## config.mk

```make
export PLATFORM = sky130hd
export DESIGN_NAME = trap_sequencer
export DESIGN_NICKNAME = d
export VERILOG_FILES = /design/src/rtl/trap_pkg.sv /design/src/rtl/trap_cause_encoder.sv /design/src/rtl/trap_sequencer.sv
export SDC_FILE = /design/constraint.sdc
export NUM_CORES = 1
export LEC_CHECK = 0
export CAP_MARGIN = 20
export CORE_UTILIZATION = 35
export DETAILED_ROUTE_END_ITERATION = 7
export HOLD_SLACK_MARGIN = 0.15
export PLACE_DENSITY = 0.71
export SYNTH_ARGS = -nofsm -noshare
export SYNTH_HDL_FRONTEND = slang
export SYNTH_HIERARCHICAL = 1
export SYNTH_SLANG_ARGS = --single-unit
```

## constraint.sdc

```tcl
create_clock -name clk -period 5.2 [get_ports clk]
set_clock_uncertainty 0.05 [all_clocks]
set_input_delay 1.04 -clock clk [delete_from_list [all_inputs] [get_ports clk]]
set_output_delay 1.04 -clock clk [all_outputs]
set_load 0.1 [all_outputs]
```

## src/rtl/trap_pkg.sv

```systemverilog
// Shared encodings for the trap sequencer: trap codes, mcause values,
// machine-mode CSR addresses and FSM state constants.
package trap_pkg;

    // Trap codes presented by the exception detection logic
    localparam logic [2:0] TS_NONE                   = 3'd0;
    localparam logic [2:0] TS_EBREAK                 = 3'd1;
    localparam logic [2:0] TS_ECALL                  = 3'd2;
    localparam logic [2:0] TS_MISALIGNED_INSTRUCTION = 3'd3;
    localparam logic [2:0] TS_MISALIGNED_LOAD        = 3'd4;
    localparam logic [2:0] TS_MISALIGNED_STORE       = 3'd5;
    localparam logic [2:0] TS_MRET                   = 3'd6;
    localparam logic [2:0] TS_FENCEI                 = 3'd7;

    // Architectural mcause exception codes
    localparam int unsigned MCAUSE_MISALIGNED_INSTRUCTION = 0;
    localparam int unsigned MCAUSE_BREAKPOINT             = 3;
    localparam int unsigned MCAUSE_MISALIGNED_LOAD        = 4;
    localparam int unsigned MCAUSE_MISALIGNED_STORE       = 6;
    localparam int unsigned MCAUSE_ECALL                  = 11;

    // Machine-mode CSR addresses touched by the sequencer
    localparam logic [11:0] CSR_MTVEC  = 12'h305;
    localparam logic [11:0] CSR_MEPC   = 12'h341;
    localparam logic [11:0] CSR_MCAUSE = 12'h342;

    // Sequencer states
    typedef logic [2:0] state_t;
    localparam state_t ST_IDLE      = 3'd0;
    localparam state_t ST_WR_MEPC   = 3'd1;
    localparam state_t ST_WR_MCAUSE = 3'd2;
    localparam state_t ST_RD_MTVEC  = 3'd3;
    localparam state_t ST_RD_MEPC   = 3'd4;
    localparam state_t ST_REDIRECT  = 3'd5;
    localparam state_t ST_RESUME    = 3'd6;

endpackage

```

## src/rtl/trap_cause_encoder.sv

```systemverilog
// Maps a held trap code to its XLEN-bit mcause value. Codes that are not
// exceptions (NONE, MRET, FENCEI) map to zero.
module trap_cause_encoder
    import trap_pkg::*;
#(
    parameter int XLEN = 32
) (
    input  logic [2:0]      trap_status,
    output logic [XLEN-1:0] mcause
);

    // Pure table lookup; zero-extended to the CSR width
    always_comb begin
        mcause = '0;
        case (trap_status)
            TS_MISALIGNED_INSTRUCTION: mcause = XLEN'(MCAUSE_MISALIGNED_INSTRUCTION);
            TS_EBREAK:                 mcause = XLEN'(MCAUSE_BREAKPOINT);
            TS_MISALIGNED_LOAD:        mcause = XLEN'(MCAUSE_MISALIGNED_LOAD);
            TS_MISALIGNED_STORE:       mcause = XLEN'(MCAUSE_MISALIGNED_STORE);
            TS_ECALL:                  mcause = XLEN'(MCAUSE_ECALL);
            default:                   mcause = '0;
        endcase
    end

endmodule

```

## src/rtl/trap_sequencer.sv

```systemverilog
// Trap response sequencer. Accepts a registered trap request in IDLE and
// walks the CSR write/read steps needed before redirecting the PC. All
// outputs are decoded from the state and held registers only, so a low
// clk_enable freezes them along with the state.
module trap_sequencer
    import trap_pkg::*;
#(
    parameter int XLEN = 32
) (
    input  logic            clk,
    input  logic            reset,
    input  logic            clk_enable,
    input  logic            trapped,
    input  logic [2:0]      trap_status,
    input  logic [XLEN-1:0] trap_pc,
    input  logic [XLEN-1:0] csr_read_data,
    output logic [11:0]     csr_trap_address,
    output logic            csr_write_enable,
    output logic [XLEN-1:0] csr_write_data,
    output logic            pipeline_stall,
    output logic            pipeline_flush,
    output logic            pc_redirect,
    output logic [XLEN-1:0] trap_target
);

    // Clears the two low bits: mepc and the direct-mode vector are word aligned
    localparam logic [XLEN-1:0] ALIGN_MASK = {{(XLEN-2){1'b1}}, 2'b00};

    state_t          state_q,  state_d;
    logic [2:0]      cause_q,  cause_d;
    logic [XLEN-1:0] pc_q,     pc_d;
    logic [XLEN-1:0] target_q, target_d;
    logic [XLEN-1:0] mcause_val;

    trap_cause_encoder #(.XLEN(XLEN)) u_cause_enc (
        .trap_status (cause_q),
        .mcause      (mcause_val)
    );

    // Next-state and held-register update; nothing moves without clk_enable
    always_comb begin
        state_d  = state_q;
        cause_d  = cause_q;
        pc_d     = pc_q;
        target_d = target_q;
        if (clk_enable) begin
            case (state_q)
                ST_IDLE: begin
                    if (trapped && trap_status != TS_NONE) begin
                        cause_d = trap_status;
                        pc_d    = trap_pc;
                        case (trap_status)
                            TS_MRET:   state_d = ST_RD_MEPC;
                            TS_FENCEI: begin
                                // pc_q is loading this same edge, so use trap_pc directly
                                target_d = trap_pc + XLEN'(4);
                                state_d  = ST_REDIRECT;
                            end
                            default:   state_d = ST_WR_MEPC;
                        endcase
                    end
                end
                ST_WR_MEPC:   state_d = ST_WR_MCAUSE;
                ST_WR_MCAUSE: state_d = ST_RD_MTVEC;
                ST_RD_MTVEC: begin
                    // Direct mode only: mode bits are discarded
                    target_d = csr_read_data & ALIGN_MASK;
                    state_d  = ST_REDIRECT;
                end
                ST_RD_MEPC: begin
                    target_d = csr_read_data & ALIGN_MASK;
                    state_d  = ST_REDIRECT;
                end
                ST_REDIRECT:  state_d = ST_RESUME;
                // One dead cycle so the stale detector register is not re-taken
                ST_RESUME:    state_d = ST_IDLE;
                default:      state_d = ST_IDLE;
            endcase
        end
    end

    // Moore output decode
    always_comb begin
        csr_trap_address = '0;
        csr_write_enable = 1'b0;
        csr_write_data   = '0;
        pipeline_stall   = 1'b0;
        pipeline_flush   = 1'b0;
        pc_redirect      = 1'b0;
        trap_target      = '0;
        case (state_q)
            ST_WR_MEPC: begin
                csr_trap_address = CSR_MEPC;
                csr_write_enable = 1'b1;
                csr_write_data   = pc_q & ALIGN_MASK;
                pipeline_stall   = 1'b1;
            end
            ST_WR_MCAUSE: begin
                csr_trap_address = CSR_MCAUSE;
                csr_write_enable = 1'b1;
                csr_write_data   = mcause_val;
                pipeline_stall   = 1'b1;
            end
            ST_RD_MTVEC: begin
                csr_trap_address = CSR_MTVEC;
                pipeline_stall   = 1'b1;
            end
            ST_RD_MEPC: begin
                csr_trap_address = CSR_MEPC;
                pipeline_stall   = 1'b1;
            end
            ST_REDIRECT: begin
                pipeline_stall   = 1'b1;
                pipeline_flush   = 1'b1;
                pc_redirect      = 1'b1;
                trap_target      = target_q;
            end
            default: ;
        endcase
    end

    // State and held registers; synchronous reset aborts any sequence
    always_ff @(posedge clk) begin
        if (reset) begin
            state_q  <= ST_IDLE;
            cause_q  <= '0;
            pc_q     <= '0;
            target_q <= '0;
        end else begin
            state_q  <= state_d;
            cause_q  <= cause_d;
            pc_q     <= pc_d;
            target_q <= target_d;
        end
    end

endmodule
```

After elaboration in Yosys (flattened, before gate mapping)
Index checks and enable logic that the tools add are counted.
{"block": "word_totals", "word_cells": 42, "out_inout_bits": 80, "in_bits": 71, "ram_bits": 0, "rom_bits": 0, "latch_bits": 0, "register_bits": 70, "mem_count": 0}
{"block": "classes", "n_lt_le_gt_ge": 0, "bitwise": 0, "div_mod_pow": 0, "shifts": 0, "eq_ne": 13, "addsub": 1, "muxes": 13, "reduce_logical": 11, "multipliers": 0}
{"cell": "32-bit case mux with 2 select lines", "count": 2}
{"cell": "32-bit two-way mux", "count": 3}
{"cell": "32-bit by 3-bit adder with 32-bit output (second input constant)", "count": 1}
{"cell": "10-bit case mux with 3 select lines", "count": 1}
{"cell": "3-bit == test (second input constant)", "count": 6}
{"cell": "4-bit case mux with 4 select lines", "count": 1}
{"cell": "3-bit case mux with 5 select lines", "count": 1}
{"cell": "3-bit by 2-bit == test with 1-bit output (second input constant)", "count": 3}
{"cell": "3-bit by 1-bit == test with 1-bit output (second input constant)", "count": 2}
{"cell": "3-bit case mux with 2 select lines", "count": 1}
{"cell": "2-bit OR reduction", "count": 3}
{"cell": "5-bit OR reduction", "count": 1}
{"cell": "4-bit AND reduction", "count": 1}
{"cell": "3-bit logical NOT", "count": 1}
{"cell": "1-bit two-way mux", "count": 3}
{"cell": "3-bit two-way mux", "count": 1}
{"cell": "3-bit AND reduction", "count": 1}
{"cell": "3-bit nonzero test", "count": 1}
{"cell": "2-bit by 1-bit != test with 1-bit output (second input constant)", "count": 1}
{"cell": "2-bit != test (second input constant)", "count": 1}
{"cell": "2-bit AND reduction", "count": 1}
{"cell": "2-bit nonzero test", "count": 1}
{"cell": "1-bit logical AND", "count": 1}

Logic depth before layout (Yosys ltp)
{"block": "depth", "ltp_word": 4, "depth_mapped": 8, "mapped_depth_nobuf": 6}

Hierarchy
The synthesis kept the hierarchy.
{"mod": "trap_sequencer", "area_each_um2": 3981.3, "seq_area_each_um2": 1361.3, "cells_per_inst": 535, "n_inst": 1}
{"mod": "trap_cause_encoder", "area_each_um2": 269.0, "seq_area_each_um2": 0.0, "cells_per_inst": 35, "n_inst": 1}

Least setup slack after synthesis
No wires, ideal clock.
{"block": "synth_timing", "path_kind": "register -> output", "from": "register state_q[1]", "to": "output port csr_trap_address[9]", "required_ns": 4.110, "slack_ns": 0.598, "path_stages_with_launch": 7, "arrival_ns": 3.512, "path_buffers": 3, "path_cell_list": "dfxtp_1 > clkbuf_1 > nor3b_1 > clkbuf_1 > nor2_1 > nand2_1 > buf_4"}
{"block": "synth_between", "elab_chain_len": 3, "word_cells_on_any_way": 6, "cone_classes": "eq/ne (4); mux (1); reduce/logical (1)"}
{"element": "from (decl)", "line_no": "trap_sequencer.sv:29", "source": "state_t state_q, state_d;"}
{"element": "from (signal assigned)", "line_no": "trap_sequencer.sv:130", "source": "state_q <= state_d;"}
{"element": "3-bit == test or 3-bit by 1-bit == test with 1-bit output (tied branches)", "line_no": "trap_sequencer.sv:91", "source": "case (state_q)"}
{"element": "2-bit OR reduction (no source line)"}
{"element": "10-bit case mux with 3 select lines (*)", "line_no": "trap_sequencer.sv:91"}
{"element": "to (decl)", "line_no": "trap_sequencer.sv:17", "source": "output logic [11:0] csr_trap_address,"}
Every way passes the cells marked *; elsewhere a longest branch is shown, timed or not.

Worst setup path in the final report
{"block": "layout_timing", "from": "register state_q[0]", "to": "output port trap_target[19]"}
{"block": "layout_between", "elab_chain_len": 2}
{"element": "3-bit == test", "line_no": "trap_sequencer.sv:91"}
{"element": "32-bit two-way mux", "line_no": "trap_sequencer.sv:91"}
{"element": "to (decl)", "line_no": "trap_sequencer.sv:23", "source": "output logic [XLEN-1:0] trap_target"}
No other way between the ends.

==> impl_metrics.csv <==
group,metric,value,unit
grt,grt_max_degree,68,
sta,finalSetupTns,0,ns
min_path,min_to,"target_q[0]",
min_path,hp-start,"target_q[0]",
status,violations,"design-rule violations",
power,power_frac_seq,0.350,
layout,final_common_cell,"nand2_1",
die,die_area,12600,µm²
layout,area_growth,37.9,%
grt,use_met1,0.242,
die,die_h,112,µm
power,switching_share,0.333,
logic_synthesis,synth_seq_cells,68,
logic_synthesis,ys_seq_area_frac,0.320,
route,post_drt_wl_per_cell,15.7,µm
logic_synthesis,synth_simple_gate_area_frac,0.300,
clock_tree,path_clk_slew,0.06,ns
die,coreArea,11600,µm²
logic_synthesis,syn_area,4250,µm²
setup_path,setup.reg_to_reg.worst_slack,2.51,ns
power,vdd_drop_max,162,µV
grt,grt_use_met3,0.0475,
logic_synthesis,synthFlopType,"dfxtp_1",
setup_path,startpoint_type,"register",
sta,rsz0062_at_grt,"no",
clock_tree,insertion_delay,0.33,ns
sta,slew_viol_final,0,
route,drc,10,
clock_tree,cts_setup_buffers,0,
grt,grt_pass1_wl,20500,µm
sta,period_needed,3.91,ns
setup_path,cp_cell_sequence,"nor2b_2 > buf_4 > and3_1 > clkdlybuf4s50_1",
place,postPlaceCellArea,5500,µm²
layout,final_cell_mix,"nand2_1, clkdlybuf4s50_1, dfxtp_1",
logic_synthesis,synth-compound-area-share,0.217,
setup_path,crit_path_max_incr_delay,1.16,ns
route,wirelength,13000,µm
setup_path,cp_max_fo,34,
logic_synthesis,yosysWarnings,6,
grt,met2_usage,0.367,
die,num_rows,39,
place,placement.io_buffers,142,
layout,design_area,5860,µm²
min_path,worstHoldPathType,"register to register",
logic_synthesis,synth_top_family_by_area,"simple AND/OR/NAND/NOR gates",
logic_synthesis,synth-edff-count,0,
route,vias,4419,
setup_path,reg2reg_depth,8,
die,die_w,112,µm
layout,drive_above_1_share,0.113,
power,power.switching,536,µW
min_path,min_delay_path_depth,2,
route,drt_iter0_drc,227,
logic_synthesis,synth_adder_area_share,0.00294,
sta,fmax,256,MHz
die,io_pins,151,
setup_path,worstPathArrival,2.82,ns
run,maxCapViolCount,0,
layout,fin_nets,757,
place,gp_congestion,0.862,
power,p_leak,0.00230,µW
layout,antennaDiodeCount,0,
setup_path,timing.rr.start,"state_q[2]",
place,dp_hpwl,9590,µm
clock_tree,h-tree-depth,3,
sta,worstMarginPinSlew,1.01,ns
power,combPwrFrac,0.271,
logic_synthesis,ys_types,50,
clock_tree,cts_resized,0,
setup_path,endpoint_kind,"primary output",
sta,hold_violations,0,
clock_tree,cts_tree,"done",
power,p_int,1070,µW
power,power_density,275,nW/µm²
grt,busiest_layer,"met2",
logic_synthesis,netlist_instances,570,
route,first_pass_iters,7,
route,vias_per_cell,5.30,
sta,period_share,0.752,
clock_tree,clock_path_buffers,2,
clock_tree,cts_sinks,68,
clock_tree,ctsHoldBuffers,0,
logic_synthesis,synthMuxAreaShare,0,
status,outcome,"complete, but fails checks",
route,ant_nets,0,
setup_path,r2r_end,"target_q[26]",
power,clkPwrFrac,0.379,
logic_synthesis,async_flop_share,0,
setup_path,critPathSlowestCell,"clkdlybuf4s50_1",
grt,grt-ovfl-total,0,
grt,grt_use_total,0.206,
setup_path,required,4.11,ns
setup_path,crit_type,"register to primary output",
sta,max_slew_margin,0.326,
clock_tree,cts-root-buf,"clkbuf_16",
sta,fin_ws,1.29,ns
place,post-place-ws,1.47,ns
clock_tree,cts_buffers,9,
die,initial_core_util,0.366,
grt,grt_pass1_vias,4244,
power,power,1610,µW
logic_synthesis,avgSynthCellArea,7.46,µm²
sta,setup_viol_count_final,0,
logic_synthesis,synth-xor-area-share,0.0495,
grt,antenna_found_initial,0,
==> synth_stat cells, types with 3 or more instances <==
cell / count / share of area
nor4_1: 8 / 0.012
buf_4: 36 / 0.064
a211o_1: 12 / 0.025
xor2_1: 8 / 0.016
nor3b_1: 8 / 0.014
nand3_1: 16 / 0.019
or4_1: 4 / 0.0071
nor2_1: 34 / 0.030
nand2_1: 107 / 0.094
buf_1: 4 / 0.0035
o22ai_1: 7 / 0.010
dfxtp_1: 68 / 0.32
and2_1: 6 / 0.0088
nor2b_1: 3 / 0.0044
inv_1: 6 / 0.0053
a22o_1: 30 / 0.062
xnor2_1: 16 / 0.033
nand4_1: 10 / 0.015
o211ai_1: 6 / 0.011
nor3_1: 9 / 0.011
a21oi_1: 59 / 0.069
buf_2: 3 / 0.0035
and3_1: 32 / 0.047
a31oi_1: 6 / 0.0088
clkbuf_1: 37 / 0.033
==> worst max-delay path: cells and delay by family (launching register included) <==
| kind | cells | cell delay [ns] |
|---|---|---|
| buffers and inverters | 2 | 1.47 |
| DFF | 1 | 0.54 |
| and+or+nand+nor | 2 | 0.47 |
==> routing by layer <==
layer | share of wire | vias to the layer above
li1 | - | 2186
met1 | 0.41 | 2047
met2 | 0.50 | 164
met3 | 0.070 | 22
met4 | 0.021 | 0
met5 | 0 | -
==> per-stage QoR <==
stage / hold WS [ns] / util / instances
finish: 0.399 / 0.505 / 833
global route: 0.421 / 0.505 / 833
CTS: 0.401 / 0.500 / 831
detailed placement: 0.392 / 0.474 / 815
global placement: 0.383 / 0.474 / 815
floorplan: 0.378 / - / 602
==> sequential cells by signal, summed over array words and instances (netlist names) <==
signal	cells
cause_q	3
pc_q	30
state_q	3
target_q	32
==> worst max path at each step <==
stage          cells past startpoint             endpoint       start  slack (ns)
2_1_floorplan                      6  csr_trap_address[9]  state_q[1]        0.60
6_report                           4      trap_target[19]  state_q[0]        1.29
4_1_cts                            4      trap_target[19]  state_q[0]        1.30
3_5_place_dp                       8         target_q[23]  clk_enable        1.47
5_1_grt                            4      trap_target[19]  state_q[0]        1.17
3_3_place_gp                       8         target_q[23]  clk_enable        1.57
==> area by class of cell <==
class,count,area [µm²]
sequential,68,1360
timing repair buffer,152,1440
tap,143,179
inverter,6,22.5
clock inverter,4,47.5
multi-input combinational,448,2560
clock buffer,12,256
fill,1132,5750
==> power by group through the flow <==
stage	Clock (µW)	Combinational, µW	Sequential, µW
after floorplan	0	319	567
after global placement	0	426	573
after detailed placement	0	429	574
after CTS	626	430	563
after global routing	651	463	566
final	610	436	564
==> logic make-up (layout without fill, tap and decap cells) <==
| family | after synthesis | in the layout |
|---|---|---|
| flip-flops | 68 | 68 |
| AND/OR/NAND/NOR | 253 | 253 |
| AO/OA/AOI/OAI | 136 | 136 |
| XOR/XNOR | 24 | 24 |
| adder cells (fa/ha/maj) | 1 | 1 |
| buffers and inverters | 86 | 174 |
| other | 2 | 34 |
Power figures use the tool's default switching activity.
